## config.mk

```make
export PLATFORM = sky130hd
export DESIGN_NAME = manual_drive_flat
export DESIGN_NICKNAME = d
export VERILOG_FILES = /design/src/rtl/manual_drive_pkg.sv /design/src/rtl/manual_drive_if.sv /design/src/rtl/manual_drive_hold_timer.sv /design/src/rtl/manual_drive.sv /design/src/flat_wrapper.sv
export SDC_FILE = /design/constraint.sdc
export NUM_CORES = 1
export LEC_CHECK = 0
export ABC_AREA = 1
export CORE_MARGIN = 2
export CORE_UTILIZATION = 56
export CTS_BUF_LIST = sky130_fd_sc_hd__clkbuf_8 sky130_fd_sc_hd__clkbuf_16
export DETAILED_ROUTE_END_ITERATION = 8
export GPL_TIMING_DRIVEN = 1
export PLACE_DENSITY_LB_ADDON = 0.3
export SYNTH_ARGS = -nofsm -noshare
export SYNTH_HDL_FRONTEND = slang
export SYNTH_SLANG_ARGS = --single-unit
```

## constraint.sdc

```tcl
create_clock -name clk -period 1.7 [get_ports clk]
set_input_delay 0.34 -clock clk [delete_from_list [all_inputs] [get_ports clk]]
set_output_delay 0.34 -clock clk [all_outputs]
set_load 0.005 [all_outputs]
```

## src/rtl/manual_drive_pkg.sv

```systemverilog
// rtl/manual_drive_pkg.sv - shared encodings for the manual-driving control core
package manual_drive_pkg;

    typedef enum logic [1:0] {
        ST_NOT_STARTING = 2'b00,
        ST_STARTING     = 2'b01,
        ST_MOVING       = 2'b10
    } state_t;

    localparam int MV_FWD   = 0;
    localparam int MV_BWD   = 1;
    localparam int MV_LEFT  = 2;
    localparam int MV_RIGHT = 3;

    // Upper two bits of the byte the car top level sends to the simulated device.
    localparam logic [1:0] UART_HEADER = 2'b10;

endpackage

```

## src/rtl/manual_drive_if.sv

```systemverilog
// rtl/manual_drive_if.sv - driver switches in, power/state/motion/indicators out
interface manual_drive_if;
    logic       power_on;
    logic       power_off;
    logic       clutch;
    logic       throttle;
    logic       brake;
    logic       rgs;
    logic       left;
    logic       right;
    logic       power;
    logic [1:0] state;
    logic [3:0] moving_state;
    logic       turn_left_light;
    logic       turn_right_light;

    modport master (
        output power_on, power_off, clutch, throttle, brake, rgs, left, right,
        input  power, state, moving_state, turn_left_light, turn_right_light
    );

    modport slave (
        input  power_on, power_off, clutch, throttle, brake, rgs, left, right,
        output power, state, moving_state, turn_left_light, turn_right_light
    );
endinterface

```

## src/rtl/manual_drive_hold_timer.sv

```systemverilog
// rtl/manual_drive_hold_timer.sv - long-press counter, done pulses on the CYCLES-th enabled cycle
module manual_drive_hold_timer #(
    parameter int unsigned CYCLES = 100_000_000
) (
    input  logic clk,
    input  logic rst,
    input  logic en,
    output logic done
);
    localparam int unsigned CNT_W = $clog2(CYCLES + 1);

    logic [CNT_W-1:0] cnt;

    assign done = en && (cnt == CNT_W'(CYCLES - 1));

    always_ff @(posedge clk or negedge rst) begin
        if (!rst) begin
            cnt <= '0;
        end else if (!en || done) begin
            cnt <= '0;
        end else begin
            cnt <= cnt + CNT_W'(1);
        end
    end
endmodule

```

## src/rtl/manual_drive.sv

```systemverilog
// rtl/manual_drive.sv - switch synchronisers, power control and driving-state FSM
module manual_drive
    import manual_drive_pkg::*;
#(
    parameter int unsigned POWER_ON_CYCLES = 100_000_000
) (
    input  logic           clk,
    input  logic           rst,
    manual_drive_if.slave  bus
);
    logic [7:0] raw, sync1, sync2;
    logic       on_s, off_s, clu_s, thr_s, brk_s, rgs_s, left_s, right_s;
    logic       rgs_q;
    logic       hold_en, hold_done;

    logic       power_q, power_n;
    state_t     state_q, state_n;
    logic [3:0] mv_q, mv_n;
    logic       ll_q, ll_n, lr_q, lr_n;
    logic       stall;

    assign raw = {bus.power_on, bus.power_off, bus.clutch, bus.throttle,
                  bus.brake, bus.rgs, bus.left, bus.right};
    assign {on_s, off_s, clu_s, thr_s, brk_s, rgs_s, left_s, right_s} = sync2;

    always_ff @(posedge clk or negedge rst) begin
        if (!rst) begin
            sync1 <= '0;
            sync2 <= '0;
            rgs_q <= 1'b0;
        end else begin
            sync1 <= raw;
            sync2 <= sync1;
            rgs_q <= rgs_s;
        end
    end

    assign hold_en = on_s && !power_q && !off_s;

    manual_drive_hold_timer #(
        .CYCLES (POWER_ON_CYCLES)
    ) u_hold_timer (
        .clk  (clk),
        .rst  (rst),
        .en   (hold_en),
        .done (hold_done)
    );

    always_comb begin
        power_n = power_q;
        state_n = state_q;
        stall   = 1'b0;
        mv_n    = '0;
        if (off_s) begin
            power_n = 1'b0;
            state_n = ST_NOT_STARTING;
        end else if (!power_q) begin
            state_n = ST_NOT_STARTING;
            if (hold_done) power_n = 1'b1;
        end else begin
            case (state_q)
                ST_NOT_STARTING: begin
                    if (thr_s && !brk_s) begin
                        if (clu_s) state_n = ST_STARTING;
                        else       stall   = 1'b1;
                    end
                end
                ST_STARTING: begin
                    if (thr_s && !clu_s && !brk_s) state_n = ST_MOVING;
                end
                ST_MOVING: begin
                    // Shifting gear without the clutch stalls the engine outright.
                    if (rgs_s != rgs_q && !clu_s) stall   = 1'b1;
                    else if (brk_s)               state_n = ST_NOT_STARTING;
                    else if (clu_s || !thr_s)     state_n = ST_STARTING;
                end
                default: state_n = ST_NOT_STARTING;
            endcase
            if (stall) begin
                power_n = 1'b0;
                state_n = ST_NOT_STARTING;
            end
        end
        if (power_n && state_n == ST_MOVING) begin
            mv_n[MV_FWD]   = !rgs_s;
            mv_n[MV_BWD]   = rgs_s;
            mv_n[MV_LEFT]  = left_s && !right_s;
            mv_n[MV_RIGHT] = right_s && !left_s;
        end
        ll_n = power_n && left_s;
        lr_n = power_n && right_s;
    end

    always_ff @(posedge clk or negedge rst) begin
        if (!rst) begin
            power_q <= 1'b0;
            state_q <= ST_NOT_STARTING;
            mv_q    <= '0;
            ll_q    <= 1'b0;
            lr_q    <= 1'b0;
        end else begin
            power_q <= power_n;
            state_q <= state_n;
            mv_q    <= mv_n;
            ll_q    <= ll_n;
            lr_q    <= lr_n;
        end
    end

    assign bus.power            = power_q;
    assign bus.state            = state_q;
    assign bus.moving_state     = mv_q;
    assign bus.turn_left_light  = ll_q;
    assign bus.turn_right_light = lr_q;
endmodule

```

## src/flat_wrapper.sv

```systemverilog
// flat-port wrapper written by rule: the top's interface ports become plain ports
module manual_drive_flat import manual_drive_pkg::*;
#(
    parameter int unsigned POWER_ON_CYCLES = 100_000_000
)
  (clk, rst, bus_power_on, bus_power_off, bus_clutch, bus_throttle, bus_brake, bus_rgs, bus_left, bus_right, bus_power, bus_state, bus_moving_state, bus_turn_left_light, bus_turn_right_light);
  manual_drive_if bus_i ();
  input  logic clk;
  input  logic rst;
  input wire logic [$bits(bus_i.power_on)-1:0] bus_power_on;
  input wire logic [$bits(bus_i.power_off)-1:0] bus_power_off;
  input wire logic [$bits(bus_i.clutch)-1:0] bus_clutch;
  input wire logic [$bits(bus_i.throttle)-1:0] bus_throttle;
  input wire logic [$bits(bus_i.brake)-1:0] bus_brake;
  input wire logic [$bits(bus_i.rgs)-1:0] bus_rgs;
  input wire logic [$bits(bus_i.left)-1:0] bus_left;
  input wire logic [$bits(bus_i.right)-1:0] bus_right;
  output wire logic [$bits(bus_i.power)-1:0] bus_power;
  output wire logic [$bits(bus_i.state)-1:0] bus_state;
  output wire logic [$bits(bus_i.moving_state)-1:0] bus_moving_state;
  output wire logic [$bits(bus_i.turn_left_light)-1:0] bus_turn_left_light;
  output wire logic [$bits(bus_i.turn_right_light)-1:0] bus_turn_right_light;
  assign bus_i.power_on = bus_power_on;
  assign bus_i.power_off = bus_power_off;
  assign bus_i.clutch = bus_clutch;
  assign bus_i.throttle = bus_throttle;
  assign bus_i.brake = bus_brake;
  assign bus_i.rgs = bus_rgs;
  assign bus_i.left = bus_left;
  assign bus_i.right = bus_right;
  assign bus_power = bus_i.power;
  assign bus_state = bus_i.state;
  assign bus_moving_state = bus_i.moving_state;
  assign bus_turn_left_light = bus_i.turn_left_light;
  assign bus_turn_right_light = bus_i.turn_right_light;
  manual_drive #(.POWER_ON_CYCLES(POWER_ON_CYCLES)) u_core (.clk(clk), .rst(rst), .bus(bus_i));
endmodule
```

# Yosys cells after proc, flatten, opt, wreduce, memory -nomap -nowiden
# Cells that the tools add are included.
# totals
input_bits	10
ff_bits	53
elab_cells	61
output_inout_bits	9
# classes
n_reduce_logical	24
n_addsub	1
n_eq_ne	5
mux	22
# ops
op	count
adder 27 x 1 -> 27 bit, second input constant	1
== test 27 bit, second input constant	1
2-to-1 mux 27 bit	1
2-to-1 mux 2 bit	9
logical AND 1 bit	12
zero test 1 bit	9
2-to-1 mux 1 bit	9
case mux 2 bit (3 select lines)	1
== test 2 bit, second input constant	2
2-to-1 mux 4 bit	1
== test 2 x 1 -> 1 bit, second input constant	1
zero test 2 bit	1
logical OR 1 bit	2
case mux 1 bit (2 select lines)	1
inequality test 1 bit	1

# Logic depth before layout (Yosys ltp)
# Gate-level depths: netlist of run 1.
# logic_depth
word_depth	12
depth_mapped	9
depth_no_buf	9

# Hierarchy
# A second synthesis of run 1 with hierarchy kept.
# hier_totals
hier_cells	316
area_unflattened_um2	2516.2
# modules_own_cells
module	n_inst	cells_each	seq_area_each_um2	area_per_inst_um2
manual_drive_hold_timer	1	238	675.6	1622.8
manual_drive	1	78	650.6	893.4

# Worst setup path after synthesis of run 1
# OpenSTA, ideal clock, no wires.
# synth_path
path_type	reg2reg
startpoint	register u_core.u_hold_timer.cnt[0]
endpoint	register u_core.u_hold_timer.cnt[16]
path_stages_with_launch	10
path_buffers	1
setup_slack_ns	0.239
setup_ns	0.071
arrival_ns	1.390
path_cell_list	dfrtp_1 ha_1 nand3_2 inv_2 nand2_2 clkinv_2 nand2_2 nand2_4 buf_6 nor2_1
# synth_between
elab_chain_cells	4
word_cells_on_any_way	5
classes_between	add/sub (1); eq/ne (1); mux (1); reduce/logical (2)
# synth_rtl
item	line	source
start: declaration	manual_drive_hold_timer.sv:12	logic [CNT_W-1:0] cnt;
start signal: assignment	manual_drive_hold_timer.sv:22	cnt <= cnt + CNT_W'(1);
parallel branches: the longest is 3 deep, another holds adder 27 x 1 -> 27 bit	-	
2-to-1 mux 27 bit (*)	manual_drive_hold_timer.sv:19	end else if (!en || done) begin
# Mark *: on every way between the ends.

# Final worst setup path of run 1
# layout_path
startpoint	register u_core.state_q[0], in the netlist u_core.bus.state[0]
endpoint	output bus_state[0]
# layout_lines
item	line	source
start: declaration	manual_drive.sv:17	state_t state_q, state_n;
start signal: assignment	manual_drive.sv:103	state_q <= state_n;
end: declaration	flat_wrapper.sv:19	output wire logic [$bits(bus_i.state)-1:0] bus_state;
# No word-level cell between the ends.

==> results of run 1 <==
registers in the layout, summed over array words and instances, names as in the netlist:
signal / flops
u_core.u_hold_timer.cnt: 27
u_core.sync1: 8
u_core.sync2: 8
u_core.bus.moving_state: 4
u_core.bus.state: 2
u_core.bus.power: 1
u_core.bus.turn_left_light: 1
u_core.bus.turn_right_light: 1
u_core.rgs_q: 1
power by group through the flow:
stage	clock network, µW	logic [µW]	registers [µW]
finish	887	84.1	1290
global route	959	96.9	1290
CTS	905	84.8	1290
detailed placement	0	82.3	1320
global placement	0	80.3	1320
floorplan	0	27.7	1320
cells by family (layout without fill, tap and decap cells):
logic type      Yosys count  after routing  synth area share [%]
compound gates           10             10                  2.16
xor+xnor                 16             16                  5.77
fa+ha+maj                 1              1                 0.515
buf+inv                  32             60                  5.61
flops                    53             53                  54.6
simple gates            184            184                  31.4
routing by layer:
metal,vias to the layer above,global-route usage (%),share of wire (%)
met5,-,0,0
met4,0,7.26,1.6
met3,7,5.34,5.4
met2,48,31.6,46
met1,857,29.8,47
li1,957,-,-
worst paths after layout:
kind                                                 startpoint                                     to  slack [ns]  depth (start not counted)
min                                   u_core.sync1[0]$_DFF_PN0_              u_core.sync2[0]$_DFF_PN0_        0.36                          0
min in group asynchronous                                   rst  u_core.bus.turn_right_light$_DFF_PN0_        0.53                          2
max reg2reg                u_core.u_hold_timer.cnt[1]$_DFF_PN0_   u_core.u_hold_timer.cnt[1]$_DFF_PN0_        0.16                          8
max                               u_core.bus.state[0]$_DFF_PN0_                           bus_state[0]         0.1                          1
max in group asynchronous                                   rst   u_core.u_hold_timer.cnt[5]$_DFF_PN0_        0.61                          3
min reg2reg                           u_core.sync1[0]$_DFF_PN0_              u_core.sync2[0]$_DFF_PN0_        0.36                          0
per-stage QoR:
step | total power [µW] | hold slack, ns | util (%) | cell area (µm²) | std cells
3_3_place_gp | 1400 | 0.332 | 65.6 | 2680 | 365
3_5_place_dp | 1400 | 0.335 | 65.6 | 2680 | 365
6_report | 2260 | 0.356 | 69.0 | 2820 | 374
5_1_grt | 2350 | 0.366 | 69.0 | 2820 | 374
2_1_floorplan | 1340 | 0.0444 | - | 2430 | 296
4_1_cts | 2280 | 0.358 | 68.7 | 2810 | 374
final cells by class:
class	instances	share of cell area, %
Multi-Input combinational cell	211	34.6
Sequential cell	53	47.1
Inverter	30	4.04
Tap cell	50	2.22
Clock inverter	3	1.78
Clock buffer	5	2.44
Timing Repair Buffer	22	7.82
repair_timing:
action,4_1_cts,5_1_grt
endpoints found under the hold margin,9,0
gates resized for setup,0,1
setup endpoints to repair,0,12
hold buffers,1,0
placed cells by master (no fill, tap or decap):
cell type and n:
nand2_1 78, nor2_1 74, dfrtp_1 53, inv_1 27
nand3_1 18, clkdlybuf4s50_1 17, xor2_1 9, a21oi_1 7
xnor2_1 7, clkbuf_8 5, nand2_2 4, nor2_2 3
inv_2 2, buf_4 2, o21ai_0 1, a211oi_1 1
or2_2 1, nand3b_1 1, and2_0 1, nand3_2 1
clkinv_2 1, nand2_8 1, nor2_4 1, nor3_1 1
o21ai_1 1, ha_1 1, bufinv_16 1, clkinv_4 1
inv_8 1, dlygate4sd3_1 1, buf_2 1, buf_12 1
worst reg2reg max path, cell delays in order (launching register included):
cell	delay, ns
dfrtp_1	0.42
ha_1	0.23
nand3_2	0.15
inv_2	0.07
nand2_2	0.09
clkinv_2	0.09
nand2_2	0.13
nand2_8	0.14
nor2_1	0.15
==> results_dict.tcl, run 1 <==
set metrics [dict create \
    multi_input_area_um2 976 \
    rsz0062_at_grt "no" \
    post_drt_wl_per_cell_um 12.1 \
    tightest_slew_ns 0.529 \
    portBuffers 18 \
    fillers 310 \
    netlist_area_um2 2430 \
    drcViolationCount 0 \
    drtIter0Drc 142 \
    cts_tree "yes" \
    cts_buffers 5 \
    final-seq-area_um2 1330 \
    cpMaxStageDelayCell "clkdlybuf4s50_1" \
    hold_class "register to register" \
    die_area_um2 4880 \
    synth_edf_count 0 \
    die_x_um 69.9 \
    vias 1869 \
    synthCells 296 \
    ir_worst_vdd_mv 0.879 \
    rows 23 \
    drv_slew 0 \
    worst-path-max-fanout 5 \
    synth_nets 307 \
    fin_nets 334 \
    routed_wl_mm 4.51 \
    synth_top_area_share_pct 54.6 \
    internal-power_uw 1770 \
    die_h_um 69.9 \
    grt_max_degree 27 \
    drt-vias-per-instance 5.00 \
    yosysSeqAreaShare_pct 54.6 \
    syn_avg_cell_area_um2 8.21 \
    skew_ns 0.0107 \
    critPathMaxStageDelay_ns 0.52 \
    globalplace.congestion 0.888 \
    io_pins 19 \
    antenna_found_initial 0 \
    path_cells "clkdlybuf4s50_1" \
    critPathKind "register to output port" \
    combPwrFrac_pct 3.7 \
    setup_viol 0 \
    netlist_top_cells_area "dfrtp_1, nand2_1, nor2_1" \
    synth_common_cells "nand2_1, nor2_1, dfrtp_1" \
    synth_cell_types 24 \
    drive_above_1_share_pct 8.02 \
    switching_share_pct 21.9 \
    yosysMostFrequentCell "nand2_1" \
    ys.flop_type "dfrtp_1" \
    timing.final.crit_share_pct 94.2 \
    coreArea_um2 4090 \
    cap_violations 0 \
    layout_min_cycle_time_ns 1.60 \
    power_switching_uw 495 \
    grt_first_pass_wirelength_mm 8.04 \
    crit_path_start_kind "register" \
    layout_setup_ws_ns 0.0989 \
    clk_latency_ns 0.32 \
    htree_levels 2 \
    powerDensity_nw_per_um2 803 \
    setup_tns_ns 0 \
    relSlewSlack_pct 64.7 \
    area_growth_pct 16.0 \
    crit_path_end_kind "output port" \
    post_cts_buffers 0 \
    status "complete, no violations" \
    p_leak_uw 0.00119 \
    dp_slack_ns 0.153 \
    ctsRootBufferMaster "clkbuf_8" \
    synth_warnings 0 \
    cp.required_ns 1.36 \
    clkPwrFrac_pct 39.2 \
    cts.sinks 53 \
    max_freq_mhz 625 \
    synth_top_area_cell "dfrtp_1" \
    dr.pass1.iters 4 \
    cp_num_buf_inv 1 \
    grt_usage_pct 21.0 \
    first_global_vias 1769 \
    start_util_pct 59.5 \
    path_delay_family "buffers and inverters" \
    hold_violations 0 \
    async_flop_share_pct 100 \
    dpl.hpwl_mm 3.27 \
    antenna_cells 0 \
    path_clk_slew_ns 0.10 \
    ys_ff_latch 53 \
    arrival_ns 1.26 \
    seq_power_share_pct 57.1 \
    overflow 0 \
    clk_path_buf_depth 2 \
    ant_nets 0 \
]
(Power assumes the default switching activity.)
==> run 2, diff against run 1 <==
--- a/config.mk
+++ b/config.mk
@@ -5,13 +5,12 @@
 export SDC_FILE = /design/constraint.sdc
 export NUM_CORES = 1
 export LEC_CHECK = 0
-export ABC_AREA = 1
 export CORE_MARGIN = 2
 export CORE_UTILIZATION = 56
 export CTS_BUF_LIST = sky130_fd_sc_hd__clkbuf_8 sky130_fd_sc_hd__clkbuf_16
 export DETAILED_ROUTE_END_ITERATION = 8
 export GPL_TIMING_DRIVEN = 1
-export PLACE_DENSITY_LB_ADDON = 0.3
+export PLACE_DENSITY = 0.78
 export SYNTH_ARGS = -nofsm -noshare
 export SYNTH_HDL_FRONTEND = slang
 export SYNTH_SLANG_ARGS = --single-unit
==> run 2 against run 1 <==
Effect of this change:
- total power fell by 7.7%
- non-clock buffer count rose by 4
- cell area fell by 6.6%
- worst setup slack got worse by 0.044 ns
- routed wire length fell by 11%
- first-iteration DRC count fell by 53%
- flip-flop and latch count did not move
- synthesized cell count fell by 35%
- sequential share of layout area rose by 3.3 points
- clock-buffer cell count did not move
==> results_dict.tcl, run 2 <==
set metrics [dict create \
    overflow 0 \
    cap_violations 0 \
    final_common_cell "dfrtp_1" \
    dpl.hpwl_mm 2.89 \
    final_area_um2 2630 \
    layout_min_cycle_time_ns 1.65 \
    grt_usage_pct 20.9 \
    vias 1456 \
    regMostFlops "u_core.u_hold_timer.cnt" \
    final_cell_mix "dfrtp_1, nor2_1, clkdlybuf4s50_1" \
    layout_setup_ws_ns 0.0547 \
    hold_violations 0 \
    dp_slack_ns -0.0894 \
    cp_num_buf_inv 1 \
    setup_viol 0 \
    cp.required_ns 1.89 \
    skew_ns 0.00742 \
    synth_common_cells "dfrtp_1, nor2_1, xnor2_1" \
    drcViolationCount 0 \
    synth_nets 204 \
    timing.final.crit_share_pct 96.8 \
    post-route-util_pct 70.3 \
    path_cells "or3b_2 > o22ai_1 > a21oi_1 > a31oi_2 > inv_1" \
    crit_path_end_kind "register" \
    routed_wl_mm 4.03 \
    netlist_top_cells_area "dfrtp_1, nor2_1, xnor2_1" \
    area_growth_pct 18.7 \
    grt_max_degree 34 \
    path_delay_family "compound AO/OA/AOI/OAI gates" \
    rows 22 \
    coreArea_um2 3740 \
    ys.flop_type "dfrtp_1" \
    path_clk_slew_ns 0.10 \
    drv_slew 0 \
    powerDensity_nw_per_um2 794 \
    synthCells 193 \
    antenna_cells 0 \
    synth_warnings 0 \
    synth_edf_count 0 \
    yosysSeqAreaShare_pct 59.8 \
    relSlewSlack_pct 68.7 \
    async_flop_share_pct 100 \
    drive_above_1_share_pct 15.8 \
    syn_avg_cell_area_um2 11.5 \
    ys_ff_latch 53 \
    grt_first_pass_wirelength_mm 6.75 \
    synth_top_area_cell "dfrtp_1" \
    ir_worst_vdd_mv 0.771 \
    tightest_slew_ns 0.470 \
    cts_buffers 5 \
    ant_nets 0 \
    p_leak_uw 0.00112 \
    cts_tree "yes" \
    ctsRootBufferMaster "clkbuf_8" \
    largest_register_ffs 27 \
    drt-vias-per-instance 5.39 \
    crit_path_start_kind "register" \
    die_area_um2 4480 \
    cpMaxStageDelayCell "or3b_2" \
    critPathMaxStageDelay_ns 0.51 \
    critPathKind "register to register" \
    start_util_pct 59.2 \
    status "complete, no violations" \
    io_pins 19 \
    worst-path-max-fanout 3 \
    dpl_cell_area_um2 2470 \
    die_h_um 66.9 \
    synth_top_area_share_pct 59.8 \
    post_drt_wl_per_cell_um 14.9 \
    netlist_area_um2 2220 \
    fin_nets 232 \
    arrival_ns 1.84 \
    hold_class "register to register" \
    setup_tns_ns 0 \
    yosysMostFrequentCell "dfrtp_1" \
    dr.pass1.iters 5 \
    portBuffers 18 \
    largest_registers "u_core.u_hold_timer.cnt: 27 flops, u_core.sync1: 8 flops, u_core.sync2: 8 flops" \
    synth_cell_types 35 \
    drtIter0Drc 67 \
    globalplace.congestion 0.801 \
    antenna_found_initial 0 \
    clk_path_buf_depth 2 \
    htree_levels 2 \
    first_global_vias 1471 \
    clk_latency_ns 0.31 \
    max_freq_mhz 608 \
    cts.sinks 53 \
    die_x_um 66.9 \
]
-- run 2: changes by cell type in the layout (fill, tap and decap cells not counted), sizes merged, moves of 5 or more --
cell | previous run | this run
a21oi | 7 | 1
nand2 | 83 | 8
nor2 | 78 | 36
and3 | 0 | 5
nand4 | 0 | 8
nand3 | 19 | 10
inv | 30 | 9
xnor2 | 7 | 15
-- run 2: cell type report --
type | instances | area [µm²]
Clock inverter | 3 | 25.0
Clock buffer | 5 | 68.8
Multi-Input combinational cell | 127 | 860
Fill cell | 271 | 1110
Timing Repair Buffer | 26 | 263
Inverter | 8 | 30.0
Tap cell | 48 | 60.1
Sequential cell | 53 | 1330
-- run 2: final timing paths --
kind / start / end / slack, ns / cells past startpoint
min in group asynchronous: rst / u_core.u_hold_timer.cnt[0]$_DFF_PN0_ / 0.51 / 2
hold reg to reg: u_core.sync1[2]$_DFF_PN0_ / u_core.sync2[2]$_DFF_PN0_ / 0.35 / 0
setup / recovery: u_core.sync2[3]$_DFF_PN0_ / u_core.bus.power$_DFF_PN0_ / 0.05 / 5
hold / removal: u_core.sync1[2]$_DFF_PN0_ / u_core.sync2[2]$_DFF_PN0_ / 0.35 / 0
setup reg to reg: u_core.sync2[3]$_DFF_PN0_ / u_core.bus.power$_DFF_PN0_ / 0.05 / 5
max in group asynchronous: rst / u_core.bus.moving_state[1]$_DFF_PN0_ / 0.66 / 3
-- run 2: stage by stage --
stage / cells / power (µW) / hold slack (ns)
after floorplan: 193 / 1340 / 0.0444
after CTS: 268 / 2110 / 0.356
after detailed placement: 259 / 1400 / 0.321
final: 270 / 2090 / 0.354
after global routing: 270 / 2170 / 0.364
after global placement: 259 / 1390 / 0.315
-- run 2: cells by family (layout without fill, tap and decap cells) --
logic type | Yosys count | count (layout) | synth area share (%)
DFF | 53 | 53 | 59.8
AOI/OAI and AO/OA | 6 | 6 | 1.86
and+or+nand+nor | 94 | 94 | 24.2
adders and majority gates | 1 | 1 | 0.564
xor gates and xnor gates | 26 | 26 | 10.3
buffers and inverters | 13 | 42 | 3.27
-- run 2: repair_timing --
item / 4_1_cts / 5_1_grt
setup buffers: 0 / 2
gates resized for setup: 4 / 7
setup endpoints to repair: 29 / 29
pin swaps: 0 / 1
hold buffers: 1 / 0
endpoints found under the hold margin: 20 / 0
-- run 2: metal layers --
layer  GRT usage, %  up-vias  part of all wire, %
met3           6.08        7                  3.3
met2           36.1       22                   53
met4           7.14        0                  2.0
met1           25.0      729                   42
met5              0        -                    0
li1               -      698                    -
-- run 2: where the power goes --
| group | total [µW] | internal [µW] | switching [µW] |
|---|---|---|---|
| Clock | 714 | 297 | 416 |
| Combinational | 83.3 | 39.0 | 44.3 |
| Sequential | 1290 | 1280 | 10.8 |
==> run 3, diff against run 2 <==
--- a/config.mk
+++ b/config.mk
@@ -9,8 +9,9 @@
 export CORE_UTILIZATION = 56
 export CTS_BUF_LIST = sky130_fd_sc_hd__clkbuf_8 sky130_fd_sc_hd__clkbuf_16
 export DETAILED_ROUTE_END_ITERATION = 8
+export DONT_BUFFER_PORTS = 1
 export GPL_TIMING_DRIVEN = 1
-export PLACE_DENSITY = 0.78
+export PLACE_DENSITY = 0.71
 export SYNTH_ARGS = -nofsm -noshare
 export SYNTH_HDL_FRONTEND = slang
 export SYNTH_SLANG_ARGS = --single-unit
==> constraint.sdc (replaced) <==
create_clock -name clk -period 1.7 [get_ports clk]
set_input_delay 0.255 -clock clk [delete_from_list [all_inputs] [get_ports clk]]
set_output_delay 0.255 -clock clk [all_outputs]
set_load 0.005 [all_outputs]
==> run 3 against run 2 <==
Effect of this change:
- cell area is 0.86% lower
- clock-buffer cell count is 1 higher
- maximum frequency is 0.28% higher
- clock power is 19% higher
- critical path type unchanged
- largest power group unchanged
- highest routed layer unchanged
==> results_dict.tcl, run 3 (synthesis gave the netlist of run 2 again) <==
set metrics [dict create \
    portBuffers 0 \
    cp_num_buf_inv 0 \
    dp_cells 241 \
    cpMaxStageDelayCell "or3b_2" \
    hold_ws_ns 0.356 \
    drive_above_1_share_pct 17.2 \
    critPathMaxStageDelay_ns 0.51 \
    min_from "u_core.sync1[6]$_DFF_PN0_" \
    rrSetupSlack_ns 0.06 \
    arrival_ns 1.81 \
    drt-vias-per-instance 5.44 \
    io_pins 19 \
    relSlewSlack_pct 78.6 \
    coreArea_um2 3740 \
    status "complete, no violations" \
    rows 22 \
    reg2reg_from "u_core.sync2[3]$_DFF_PN0_" \
    antenna_cells 0 \
    cts_buffers 5 \
    overflow 0 \
    layout_min_cycle_time_ns 1.64 \
    worst-path-max-fanout 3 \
    layout.cells.non_filler 263 \
    post_drt_wl_per_cell_um 15.8 \
    largest_registers "u_core.u_hold_timer.cnt: 27 flops, u_core.sync1: 8 flops, u_core.sync2: 8 flops" \
    cp.required_ns 1.87 \
    critPathKind "register to register" \
    die_area_um2 4480 \
    powerDensity_nw_per_um2 857 \
    p_leak_uw 0.00114 \
    vias 1430 \
    crit_path_start_kind "register" \
    timing.final.crit_share_pct 96.5 \
    drtIter0Drc 81 \
    regMostFlops "u_core.u_hold_timer.cnt" \
    ir_worst_vdd_mv 0.598 \
    ant_nets 0 \
    globalplace.congestion 0.780 \
    final_cell_mix "dfrtp_1, nor2_1, xnor2_1" \
    path_clk_slew_ns 0.09 \
    clk_path_buf_depth 2 \
    routed_wl_mm 4.17 \
    drv_slew 0 \
    path_cells "or3b_2 > o22ai_1 > a21oi_1 > a31oi_1 > nor2b_1" \
    die_h_um 66.9 \
    hold_class "register to register" \
    hold_violations 0 \
    area_growth_pct 17.7 \
    largest_register_ffs 27 \
    tightest_slew_ns 0.319 \
    worstRegToRegCells 5 \
    dr.pass1.iters 4 \
    cts.sinks 53 \
    crit_path_end_kind "register" \
    die_x_um 66.9 \
    dpl.hpwl_mm 2.79 \
    whs_endpoint "u_core.sync2[6]$_DFF_PN0_" \
    drcViolationCount 0 \
    grt_max_degree 54 \
    max_freq_mhz 610 \
    final_common_cell "dfrtp_1" \
    htree_levels 2 \
    first_global_vias 1494 \
    path_delay_family "simple AND/OR/NAND/NOR gates" \
    cap_violations 0 \
    rsz0062_at_grt "no" \
    start_util_pct 59.2 \
    grt_usage_pct 20.6 \
    cts_tree "yes" \
    fillers 295 \
    grt_first_pass_wirelength_mm 6.87 \
    skew_ns 0.00534 \
    setup_viol 0 \
    r2r-end "u_core.bus.turn_right_light$_DFF_PN0_" \
    ctsRootBufferMaster "clkbuf_8" \
    antenna_found_initial 0 \
    min_path_cells 0 \
    clk_latency_ns 0.29 \
    fin_nets 225 \
]
==> run 3: metal layers <==
| metal | wire [µm] | vias up | GRT usage (%) |
|---|---|---|---|
| met5 | 0 | - | 0 |
| met4 | 38 | 0 | 6.38 |
| met3 | 105 | 4 | 4.73 |
| met2 | 2230 | 21 | 34.3 |
| met1 | 1800 | 722 | 26.9 |
| li1 | - | 683 | - |
==> run 3: timing repair <==
action | in CTS | in global routing
hold buffers | 10 | 0
gates resized for setup | 1 | 9
endpoints found under the hold margin | 61 | 0
pin swaps | 0 | 3
cloned | 0 | 2
setup endpoints to repair | 26 | 28
setup buffers | 0 | 2
==> run 3: worst max-delay path by stage <==
| stage | depth (start not counted) | start | endpoint |
|---|---|---|---|
| 2_1_floorplan | 9 | u_core.u_hold_timer.cnt[0]$_DFF_PN0_ | u_core.u_hold_timer.cnt[10]$_DFF_PN0_ |
| 3_3_place_gp | 6 | u_core.u_hold_timer.cnt[19]$_DFF_PN0_ | u_core.u_hold_timer.cnt[5]$_DFF_PN0_ |
| 3_5_place_dp | 7 | u_core.u_hold_timer.cnt[0]$_DFF_PN0_ | u_core.u_hold_timer.cnt[5]$_DFF_PN0_ |
| 4_1_cts | 7 | u_core.u_hold_timer.cnt[0]$_DFF_PN0_ | u_core.u_hold_timer.cnt[5]$_DFF_PN0_ |
| 5_1_grt | 5 | u_core.sync2[3]$_DFF_PN0_ | u_core.bus.turn_right_light$_DFF_PN0_ |
| 6_report | 5 | u_core.sync2[3]$_DFF_PN0_ | u_core.bus.turn_right_light$_DFF_PN0_ |
==> run 3: cell type report <==
| class | instances | area (µm²) | area share, % |
|---|---|---|---|
| timing repair buffer | 19 | 219 | 8.39 |
| multi-input combinational | 127 | 857 | 32.8 |
| sequential | 53 | 1330 | 50.9 |
| inverter | 8 | 30.0 | 1.15 |
| clock buffer | 6 | 82.6 | 3.16 |
| clock inverter | 2 | 33.8 | 1.29 |
| tap | 48 | 60.1 | 2.30 |
==> run 3: power breakdown <==
part	switching, µW	total (µW)	internal (µW)
logic	47.3	95.4	48.0
registers	12.8	1290	1280
clock network	374	848	474
==> run 3: worst reg2reg max path: stages, from the launching register on <==
cell and delay, ns:
dfrtp_1 0.39, or3b_2 0.51, o22ai_1 0.16, a21oi_1 0.12, a31oi_1 0.26, nor2b_1 0.09
==> run 3: per-stage QoR <==
stage          power [µW]  worst slack [ns]  util (%)  setup TNS, ns  instance area [µm²]
2_1_floorplan        1340            0.0462         -              0                 2220
3_3_place_gp         1350             0.106      61.0              0                 2280
3_5_place_dp         1350          -0.00106      61.0       -0.00106                 2280
4_1_cts              2240            0.0197      67.4              0                 2520
5_1_grt              2300           0.00688      69.7              0                 2610
6_report             2240            0.0593      69.7              0                 2610
